$ cat src/rtl/uart_mmio_pkg.sv
// Shared bus payloads and UART constants for the memory-mapped UART peripheral.
package uart_mmio_pkg;

    localparam int unsigned BUS_WIDTH        = 32;
    localparam int unsigned DIV_W            = 16;
    localparam int unsigned UART_DEFAULT_DIV = 434;
    localparam int unsigned UART_MIN_DIV     = 4;

    localparam logic [1:0] REG_TXDATA  = 2'd0;
    localparam logic [1:0] REG_RXDATA  = 2'd1;
    localparam logic [1:0] REG_STATUS  = 2'd2;
    localparam logic [1:0] REG_BAUDDIV = 2'd3;

    localparam int unsigned ST_TX_BUSY   = 0;
    localparam int unsigned ST_RX_VALID  = 1;
    localparam int unsigned ST_OVERRUN   = 2;
    localparam int unsigned ST_FRAME_ERR = 3;

    typedef enum logic [1:0] {
        UART_IDLE,
        UART_START,
        UART_DATA,
        UART_STOP
    } uart_state_e;

    typedef struct packed {
        logic                 sel;
        logic [BUS_WIDTH-1:0] dbus;
        logic [BUS_WIDTH-1:0] dbus_addr;
        logic                 wr_en;
        logic                 rd_en;
    } type_lsu2module_data_s;

    typedef struct packed {
        logic [BUS_WIDTH-1:0] rd_data;
    } type_module2lsu_s;

    // Divisors below the minimum cannot give a usable mid-bit sample point.
    function automatic logic [DIV_W-1:0] clamp_div(input logic [DIV_W-1:0] d);
        return (d < DIV_W'(UART_MIN_DIV)) ? DIV_W'(UART_MIN_DIV) : d;
    endfunction

endpackage

$ cat src/rtl/uart_rx_core.sv
// UART receiver: input synchroniser, 8N1 deserialiser, registered byte/frame-error pulses.
module uart_rx_core
    import uart_mmio_pkg::*;
#(
    parameter int unsigned SYNC_STAGES = 2
) (
    input  logic             clk,
    input  logic             rst,
    input  logic             rx_i,
    input  logic [DIV_W-1:0] div_i,
    output logic             byte_done_o,
    output logic [7:0]       byte_o,
    output logic             frame_err_o
);

    logic [SYNC_STAGES-1:0] sync_q;
    logic                   rx_s;
    uart_state_e            state_q, state_d;
    logic [DIV_W-1:0]       cnt_q, cnt_d;
    logic [DIV_W-1:0]       div_q, div_d;
    logic [2:0]             bit_q, bit_d;
    logic [7:0]             shift_q, shift_d;
    logic [7:0]             byte_q, byte_d;
    logic                   armed_q, armed_d;
    logic                   done_q, done_d;
    logic                   ferr_q, ferr_d;
    logic                   wrap;
    logic                   half;

    assign rx_s = sync_q[SYNC_STAGES-1];
    assign wrap = (cnt_q == (div_q - DIV_W'(1)));
    assign half = (cnt_q == ((div_q >> 1) - DIV_W'(1)));

    always_ff @(posedge clk or posedge rst) begin
        if (rst) begin
            sync_q  <= '1;
            state_q <= UART_IDLE;
            cnt_q   <= '0;
            div_q   <= DIV_W'(UART_DEFAULT_DIV);
            bit_q   <= '0;
            shift_q <= '0;
            byte_q  <= '0;
            armed_q <= 1'b0;
            done_q  <= 1'b0;
            ferr_q  <= 1'b0;
        end else begin
            sync_q  <= {sync_q[SYNC_STAGES-2:0], rx_i};
            state_q <= state_d;
            cnt_q   <= cnt_d;
            div_q   <= div_d;
            bit_q   <= bit_d;
            shift_q <= shift_d;
            byte_q  <= byte_d;
            armed_q <= armed_d;
            done_q  <= done_d;
            ferr_q  <= ferr_d;
        end
    end

    // armed_q only rises after the line has been seen high while idle.
    always_comb begin
        state_d = state_q;
        cnt_d   = cnt_q;
        div_d   = div_q;
        bit_d   = bit_q;
        shift_d = shift_q;
        byte_d  = byte_q;
        armed_d = 1'b0;
        done_d  = 1'b0;
        ferr_d  = 1'b0;
        unique case (state_q)
            UART_IDLE: begin
                armed_d = rx_s;
                if (armed_q && !rx_s) begin
                    state_d = UART_START;
                    cnt_d   = '0;
                    div_d   = div_i;
                end
            end
            UART_START: begin
                cnt_d = cnt_q + DIV_W'(1);
                if (half) begin
                    cnt_d = '0;
                    bit_d = '0;
                    state_d = rx_s ? UART_IDLE : UART_DATA;
                end
            end
            UART_DATA: begin
                cnt_d = cnt_q + DIV_W'(1);
                if (wrap) begin
                    cnt_d   = '0;
                    shift_d = {rx_s, shift_q[7:1]};
                    if (bit_q == 3'd7) begin
                        state_d = UART_STOP;
                    end else begin
                        bit_d = bit_q + 3'd1;
                    end
                end
            end
            UART_STOP: begin
                cnt_d = cnt_q + DIV_W'(1);
                if (wrap) begin
                    cnt_d   = '0;
                    state_d = UART_IDLE;
                    if (rx_s) begin
                        done_d = 1'b1;
                        byte_d = shift_q;
                    end else begin
                        ferr_d = 1'b1;
                    end
                end
            end
            default: state_d = UART_IDLE;
        endcase
    end

    assign byte_done_o = done_q;
    assign byte_o      = byte_q;
    assign frame_err_o = ferr_q;

endmodule

$ cat src/rtl/uart_mmio.sv
// Memory-mapped 8N1 UART: register file, TX serialiser and RX core hookup.
module uart_mmio
    import uart_mmio_pkg::*;
#(
    parameter int unsigned DEFAULT_DIV = UART_DEFAULT_DIV,
    parameter int unsigned SYNC_STAGES = 2
) (
    input  logic                  clk,
    input  logic                  rst,
    input  type_lsu2module_data_s lsu2uart_data,
    output type_module2lsu_s      uart2lsu_data,
    output logic                  tx,
    input  logic                  rx,
    output logic                  irq
);

    logic [1:0]           addr;
    logic                 acc_wr, acc_rd, rd_rx, tx_busy, tx_start;
    logic [BUS_WIDTH-1:0] rd_data_c;
    logic                 unused_bits;

    logic [DIV_W-1:0] baud_q, baud_d;
    uart_state_e      tx_state_q, tx_state_d;
    logic [DIV_W-1:0] tx_cnt_q, tx_cnt_d;
    logic [DIV_W-1:0] tx_div_q, tx_div_d;
    logic [2:0]       tx_bit_q, tx_bit_d;
    logic [7:0]       tx_shift_q, tx_shift_d;
    logic             tx_q, tx_d;
    logic             tx_wrap;

    logic       rx_valid_q, rx_valid_d;
    logic       overrun_q, overrun_d;
    logic       frame_err_q, frame_err_d;
    logic [7:0] rx_byte_q, rx_byte_d;
    logic       core_done, core_ferr;
    logic [7:0] core_byte;

    assign addr        = lsu2uart_data.dbus_addr[3:2];
    assign acc_wr      = lsu2uart_data.sel && lsu2uart_data.wr_en;
    assign acc_rd      = lsu2uart_data.sel && lsu2uart_data.rd_en;
    assign rd_rx       = acc_rd && (addr == REG_RXDATA);
    assign tx_busy     = (tx_state_q != UART_IDLE);
    assign tx_start    = acc_wr && (addr == REG_TXDATA) && !tx_busy;
    assign tx_wrap     = (tx_cnt_q == (tx_div_q - DIV_W'(1)));
    assign unused_bits = ^{lsu2uart_data.dbus[BUS_WIDTH-1:16],
                           lsu2uart_data.dbus_addr[BUS_WIDTH-1:4],
                           lsu2uart_data.dbus_addr[1:0]};

    uart_rx_core #(
        .SYNC_STAGES(SYNC_STAGES)
    ) u_rx (
        .clk        (clk),
        .rst        (rst),
        .rx_i       (rx),
        .div_i      (baud_q),
        .byte_done_o(core_done),
        .byte_o     (core_byte),
        .frame_err_o(core_ferr)
    );

    always_ff @(posedge clk or posedge rst) begin
        if (rst) begin
            baud_q      <= DIV_W'(DEFAULT_DIV);
            tx_state_q  <= UART_IDLE;
            tx_cnt_q    <= '0;
            tx_div_q    <= DIV_W'(DEFAULT_DIV);
            tx_bit_q    <= '0;
            tx_shift_q  <= '0;
            tx_q        <= 1'b1;
            rx_valid_q  <= 1'b0;
            overrun_q   <= 1'b0;
            frame_err_q <= 1'b0;
            rx_byte_q   <= '0;
        end else begin
            baud_q      <= baud_d;
            tx_state_q  <= tx_state_d;
            tx_cnt_q    <= tx_cnt_d;
            tx_div_q    <= tx_div_d;
            tx_bit_q    <= tx_bit_d;
            tx_shift_q  <= tx_shift_d;
            tx_q        <= tx_d;
            rx_valid_q  <= rx_valid_d;
            overrun_q   <= overrun_d;
            frame_err_q <= frame_err_d;
            rx_byte_q   <= rx_byte_d;
        end
    end

    // Register writes and receive flags; a byte landing on a RXDATA read edge wins.
    always_comb begin
        baud_d      = baud_q;
        rx_valid_d  = rx_valid_q;
        overrun_d   = overrun_q;
        frame_err_d = frame_err_q;
        rx_byte_d   = rx_byte_q;
        if (acc_wr && (addr == REG_BAUDDIV)) begin
            baud_d = clamp_div(lsu2uart_data.dbus[DIV_W-1:0]);
        end
        if (rd_rx) begin
            rx_valid_d  = 1'b0;
            overrun_d   = 1'b0;
            frame_err_d = 1'b0;
        end
        if (core_done) begin
            rx_byte_d  = core_byte;
            rx_valid_d = 1'b1;
            if (rx_valid_q && !rd_rx) begin
                overrun_d = 1'b1;
            end
        end
        if (core_ferr) begin
            frame_err_d = 1'b1;
        end
    end

    // TX serialiser: the divisor is captured at frame start.
    always_comb begin
        tx_state_d = tx_state_q;
        tx_cnt_d   = tx_cnt_q;
        tx_div_d   = tx_div_q;
        tx_bit_d   = tx_bit_q;
        tx_shift_d = tx_shift_q;
        tx_d       = tx_q;
        unique case (tx_state_q)
            UART_IDLE: begin
                tx_d = 1'b1;
                if (tx_start) begin
                    tx_state_d = UART_START;
                    tx_cnt_d   = '0;
                    tx_bit_d   = '0;
                    tx_div_d   = baud_q;
                    tx_shift_d = lsu2uart_data.dbus[7:0];
                    tx_d       = 1'b0;
                end
            end
            UART_START: begin
                tx_cnt_d = tx_cnt_q + DIV_W'(1);
                if (tx_wrap) begin
                    tx_cnt_d   = '0;
                    tx_state_d = UART_DATA;
                    tx_d       = tx_shift_q[0];
                    tx_shift_d = tx_shift_q >> 1;
                end
            end
            UART_DATA: begin
                tx_cnt_d = tx_cnt_q + DIV_W'(1);
                if (tx_wrap) begin
                    tx_cnt_d = '0;
                    if (tx_bit_q == 3'd7) begin
                        tx_state_d = UART_STOP;
                        tx_d       = 1'b1;
                    end else begin
                        tx_bit_d   = tx_bit_q + 3'd1;
                        tx_d       = tx_shift_q[0];
                        tx_shift_d = tx_shift_q >> 1;
                    end
                end
            end
            UART_STOP: begin
                tx_cnt_d = tx_cnt_q + DIV_W'(1);
                if (tx_wrap) begin
                    tx_cnt_d   = '0;
                    tx_state_d = UART_IDLE;
                end
            end
            default: begin
                tx_state_d = UART_IDLE;
                tx_d       = 1'b1;
            end
        endcase
    end

    // Combinational read mux; no read side effects except on RXDATA.
    always_comb begin
        rd_data_c = '0;
        if (acc_rd) begin
            unique case (addr)
                REG_RXDATA:  rd_data_c = BUS_WIDTH'(rx_byte_q);
                REG_STATUS: begin
                    rd_data_c[ST_TX_BUSY]   = tx_busy;
                    rd_data_c[ST_RX_VALID]  = rx_valid_q;
                    rd_data_c[ST_OVERRUN]   = overrun_q;
                    rd_data_c[ST_FRAME_ERR] = frame_err_q;
                end
                REG_BAUDDIV: rd_data_c = BUS_WIDTH'(baud_q);
                default:     rd_data_c = '0;
            endcase
        end
    end

    always_comb begin
        uart2lsu_data         = '0;
        uart2lsu_data.rd_data = rd_data_c;
    end

    assign tx  = tx_q;
    assign irq = rx_valid_q;

endmodule

$ cat config.mk
export PLATFORM = sky130hd
export DESIGN_NAME = uart_mmio
export DESIGN_NICKNAME = d
export VERILOG_FILES = /design/src/rtl/uart_mmio_pkg.sv /design/src/rtl/uart_rx_core.sv /design/src/rtl/uart_mmio.sv
export SDC_FILE = /design/constraint.sdc
export NUM_CORES = 1
export LEC_CHECK = 0
export BUFFER_PORTS_ARGS = -buffer_cell sky130_fd_sc_hd__buf_2
export CAP_MARGIN = 20
export CORE_MARGIN = 2
export CORE_UTILIZATION = 58
export CTS_BUF_LIST = sky130_fd_sc_hd__clkbuf_4
export DETAILED_ROUTE_END_ITERATION = 6
export GPL_TIMING_DRIVEN = 0
export PLACE_DENSITY = 0.82
export SLEW_MARGIN = 10
export SYNTH_ARGS = -nofsm -noshare
export SYNTH_HDL_FRONTEND = slang
export SYNTH_SLANG_ARGS = --single-unit
$ cat constraint.sdc
create_clock -name clk -period 6.6 [get_ports clk]
set_input_delay 1.65 -clock clk [delete_from_list [all_inputs] [get_ports clk]]
set_output_delay 1.65 -clock clk [all_outputs]
set_load 0.05 [all_outputs]
# After elaboration in Yosys (flattened, before gate mapping)
# Cells that the tools add are included.
# op_classes
n_lt_le_gt_ge	1
muxes	55
addsub	7
n_reduce_logical	32
eq_ne	26
# op_table
cell	count
16-bit 2-to-1 mux	6
16-bit == test	3
16-bit one-hot mux with 3 select lines	1
16-bit by 1-bit adder with 16-bit output, second input constant	2
32-bit 2-to-1 mux	1
8-bit 2-to-1 mux	4
16-bit one-hot mux with 2 select lines	1
16-bit by 1-bit subtractor with 16-bit output, second input constant	2
12-bit one-hot mux with 2 select lines	1
8-bit one-hot mux with 3 select lines	1
2-bit 2-to-1 mux	11
3-bit 2-to-1 mux	6
1-bit 2-to-1 mux	17
16-bit by 3-bit < comparator with 1-bit output, second input constant	1
2-bit one-hot mux with 4 select lines	2
15-bit by 1-bit subtractor with 16-bit output, second input constant	1
5-bit AND reduction	3
2-bit != test, second input constant	7
2-bit == test, second input constant	6
3-bit one-hot mux with 2 select lines	2
4-bit one-hot mux with 3 select lines	1
2-bit by 1-bit != test with 1-bit output, second input constant	5
2-bit nonzero test	5
1-bit logical AND	8
12 further kinds	24
# totals
word_cells	142
regBits	131
out_inout_bits	34

# Depth between registers and ports, before layout
# depth
depth_word	6
depth_mapped	11
mapped_depth_nobuf	10

# Cells and area by module
# A second synthesis with hierarchy kept.
# hier_totals
cells_unflattened	783
hier_area_um2	8117.8
# modules_own_cells
module	cells_per_inst	instances	area_each_um2	seq_area_each_um2
uart_mmio	397	1	4350.4	1840.5
uart_rx_core	386	1	3767.4	1460.2

# Worst setup path after synthesis
# No wires, ideal clock.
# synth_path
path_type	input port to output port
startpoint	in lsu2uart_data[4] in the netlist's numbering
endpoint	out uart2lsu_data[0] in the netlist's numbering
required_time_ns	4.950
path_slack_ns	1.958
arrival_time_ns	2.992
stages	4
cell_sequence	clkbuf_1 > nor2b_1 > a22oi_1 > nor2_1
# synth_lines
element	line_no	source
start: declaration	uart_mmio.sv:10	input type_lsu2module_data_s lsu2uart_data,
end: declaration	uart_mmio.sv:11	output type_module2lsu_s uart2lsu_data,

==> results.env <==
POST_ROUTE_CELLS_DRIVE_ABOVE_1_SHARE_PCT=25.95
MAX-CAP-VIOLATIONS=0
YOSYSWARNINGCOUNT=0
INITIAL_UTILIZATION_PCT=59.66
CLOCK_TREE_FROM_TRITONCTS='yes'
NETLIST_CELL_TYPES=76
MAPPEDNETLISTAREA_MM2=0.007964
DRT-TOTAL-WL_UM=17140
SYNTH.YOSYS.SEQ_AREA_SHARE_PCT=41.45
WORST_EP_REQUIRED_TIME_PS=4950
NUMBER_OF_FLOPS_MAPPED_TO_ENABLE_CELLS_BY_YOSYS=0
DRT_PRE_ANTENNA_ITERS=5
STARTPOINT='lsu2uart_data[4]'
HOLDCRITPATHCLASS='reg2reg'
POST_DRT_WL_PER_CELL_UM=16.41
GRT_START_MAX_NET_PINS=81
HOLD_BUFFERS=0
MAXCLOCKFREQUENCY_MHz=203.9
POWER.DENSITY_CELL_AREA_mW_PER_MM2=408.0
SYNTHESIS.AREA_PER_INSTANCE_UM2=10.21
HALF_PERIMETER_WIRE_LENGTH_AFTER_DETAILED_PLACEMENT_UM=12460
INITIAL_ANTENNA_VIOLATION_COUNT=1
FLOORPLAN.ROWS=42
NUMCLOCKSINKS=131
GRT_USAGE_PCT=24.92
CTS_BUFFER_DEPTH=2
FINAL_MIN_PERIOD_OVER_CLOCK_PERIOD_PCT=74.31
SETUP_SKEW_PS=19.65
POST_CTS_RESIZE_COUNT=0
IR_WORST_VDD_mV=0.2571
IO_BUFFER_COUNT=39
SYNTH-MAIN-FF-CELL='sky130_fd_sc_hd__dfrtp_1'
DETAILED_PLACE.AREA_MM2=0.008473
RUN_STATUS='completed'
FINAL.SETUP.TNS_PS=0
SYNTH_INSTANCES=780
OVERFLOW=0
REL_SLEW_SLACK_PCT=40.90
CRITICAL_PATH.MAX_FANOUT=9
STDCELL_AREA_MM2=0.008727
CRITICAL_PATH_ARRIVAL_PS=3250
TOTAL_POWER_uW=3561
ANTENNA_LEFT=0
SETUP_VIOL=0
VIAS=6196
CLOCK_TREE.ROOT_CELL='sky130_fd_sc_hd__clkbuf_4'
ROUTE.DETAILED.DRC=0
WIRE_LENGTH_OF_THE_FIRST_GLOBAL_ROUTING_PASS_UM=29010
YOSYSTOPAREACELLSHARE_PCT=35.51
CTS_POST_SETUP_BUFFERS_INSERTED=0
TIMING.SETUP.CRITICAL_PATH_CLASS='in2out'
TIMING.FINAL.MAX_SLEW_VIOLATIONS=0
SYNTH_ASYNC_SR_FLOP_SHARE_PCT=100.0
PLACE.GP.CONGESTION=0.8799
LEAKAGEPOWER_uW=0.004138
CTS-HTREE-LEVELS=4
FINALCOREUTILIZATION_PCT=65.38
VIASPERCELL=5.935
SETUP_REPAIR_AFTER_GLOBAL_ROUTING_MISSED_ITS_MARGIN='no'
CRITICAL_PATH.STARTPOINT_TYPE='input port'
HOLD_START='u_rx.sync_q[0]$_DFF_PP1_'
MAX_SLEW.WORST_PIN.SLEW_PS=872.7
DRT_ITER0_MARKERS=304
CRIT_PATH_END_KIND='primary output'
CHIP_HEIGHT_UM=121.2
FP.COREAREA_MM2=0.01335
DIE_WIDTH_UM=121.2
WORSTREG2REGSTART='u_rx.div_q[2]$_DFFE_PP0P_'
HOLD_VIOL_FINAL=0
POST-SYNTH-TOP-AREA-CELL='sky130_fd_sc_hd__dfrtp_1'
CTS_BUFFER_COUNT=17
FLIP_FLOP_AND_LATCH_COUNT_AFTER_SYNTHESIS=131
SYNTH.AREA.TOP_CELLS='sky130_fd_sc_hd__dfrtp_1, sky130_fd_sc_hd__mux2_2, sky130_fd_sc_hd__dfstp_2'
GRT_PASS1_VIAS=5944
CLK_TRANSITION_REPORTED_PATHS_PS=110
DIE_AREA_MM2=0.01468
CLKLATENCYLATEPIN_PS=570
TOP_LEVEL_PORTS=104
FINAL_PERIOD_MINUS_WORST_SETUP_SLACK_PS=4904
LAYOUT-AREA-OVERHEAD-VS-SYNTH_PCT=9.584
NUM-NETS-FINAL=938
-- per-stage QoR --
stage	setup WS [ps]	hold WS (ps)	cells
2_1_floorplan	1482	345.2	795
3_3_place_gp	49.75	346.6	1010
3_5_place_dp	1760	350.0	1011
4_1_cts	1731	366.8	1043
5_1_grt	1539	371.4	1044
6_report	1696	366.5	1044
-- state kept, by name, summed over array words and instances (netlist names), 2 cells and up, named ones only --
| name | cells |
|---|---|
| tx_cnt_q | 16 |
| u_rx.bit_q | 3 |
| baud_q | 16 |
| u_rx.shift_q | 8 |
| u_rx.sync_q | 2 |
| tx_state_q | 2 |
| tx_bit_q | 3 |
| tx_div_q | 16 |
| tx_shift_q | 8 |
| u_rx.cnt_q | 16 |
| rx_byte_q | 8 |
| u_rx.div_q | 16 |
| u_rx.byte_o | 8 |
-- layer usage --
| layer | vias to the layer above | wire (um) | GRT usage, % | share of wire (%) |
|---|---|---|---|---|
| met5 | - | 0 | 0 | 0 |
| met4 | 0 | 237 | 7.902 | 1.4 |
| met3 | 24 | 1076 | 5.686 | 6.3 |
| met2 | 182 | 7771 | 37.71 | 45 |
| met1 | 3022 | 8050 | 35.77 | 47 |
| li1 | 2968 | - | - | - |
-- Yosys cell counts, types with 18 or more instances --
master and count:
sky130_fd_sc_hd__inv_1 18, sky130_fd_sc_hd__clkbuf_1 29, sky130_fd_sc_hd__mux2_2 82, sky130_fd_sc_hd__buf_4 19, sky130_fd_sc_hd__a21o_1 20, sky130_fd_sc_hd__nand2_1 46
sky130_fd_sc_hd__nor2_1 40, sky130_fd_sc_hd__and3_1 21, sky130_fd_sc_hd__dfstp_2 18, sky130_fd_sc_hd__nand3_1 34, sky130_fd_sc_hd__nor3_1 21, sky130_fd_sc_hd__xnor2_1 34
sky130_fd_sc_hd__xor2_1 20, sky130_fd_sc_hd__o21ai_0 47, sky130_fd_sc_hd__dfrtp_1 113
-- critical path, cell delays in order --
cell	delay, ps
sky130_fd_sc_hd__clkbuf_1	310
sky130_fd_sc_hd__nor2b_1	410
sky130_fd_sc_hd__nor2b_1	380
sky130_fd_sc_hd__a22o_1	240
sky130_fd_sc_hd__buf_2	270
-- layout make-up --
type,count,area [um^2]
fill,1085,4621
multi-input combinational,586,4338
sequential,131,3301
buffer,60,319.1
timing repair buffer,40,222.7
tap,176,220.2
clock buffer,18,135.1
clock inverter,14,116.4
inverter,18,72.57
antenna,1,2.502
-- power by group --
part           switching [uW]  internal [uW]  total, uW
Sequential                181           1010       1190
Combinational            1060            814       1870
Clock                     312            187        500
-- layout by cell type (no fill, tap or decap), types with 13 or more instances in the layout --
cell,synthesis,layout
sky130_fd_sc_hd__nor4_1,13,13
sky130_fd_sc_hd__xor2_1,20,20
sky130_fd_sc_hd__nand2_1,46,46
sky130_fd_sc_hd__ha_1,14,14
sky130_fd_sc_hd__clkbuf_1,29,29
sky130_fd_sc_hd__nor3b_1,17,17
sky130_fd_sc_hd__a21oi_1,13,13
sky130_fd_sc_hd__conb_1,1,16
sky130_fd_sc_hd__o21ai_0,47,47
sky130_fd_sc_hd__dfstp_2,18,18
sky130_fd_sc_hd__inv_1,18,17
sky130_fd_sc_hd__dfrtp_1,113,113
sky130_fd_sc_hd__xnor2_1,34,34
sky130_fd_sc_hd__buf_4,19,19
sky130_fd_sc_hd__mux2_2,82,82
sky130_fd_sc_hd__a21o_1,20,20
sky130_fd_sc_hd__buf_2,6,45
sky130_fd_sc_hd__nor3_1,21,20
sky130_fd_sc_hd__nor2_1,40,40
sky130_fd_sc_hd__nand3_1,34,34
sky130_fd_sc_hd__clkbuf_4,0,18
sky130_fd_sc_hd__and3_1,21,21
-- path summary, 6_finish.rpt --
kind                                               to  slack [ps]  cells after the start
setup / recovery                     uart2lsu_data[7]        1700                      5
hold / removal               u_rx.sync_q[1]$_DFF_PP1_         370                      0
setup reg to reg           u_rx.cnt_q[15]$_DFFE_PP0N_        3270                     10
hold reg to reg              u_rx.sync_q[1]$_DFF_PP1_         370                      0
max in group asynchronous     tx_div_q[5]$_DFFE_PP1P_        4710                      3
min in group asynchronous  u_rx.cnt_q[15]$_DFFE_PP0N_        1110                      2
-- cells by family (layout without fill, tap and decap cells) --
kind of cell | count (synthesis) | count (layout) | synth area share, %
simple gates | 269 | 269 | 20.06
compound gates | 148 | 148 | 13.32
flops | 131 | 131 | 41.45
mux | 84 | 84 | 11.85
buf+inv | 78 | 150 | 4.855
xor+xnor | 55 | 55 | 6.222
fa+ha+maj | 14 | 14 | 2.200
other cells | 1 | 17 | 0.04709
Power figures use the tool's default switching activity.
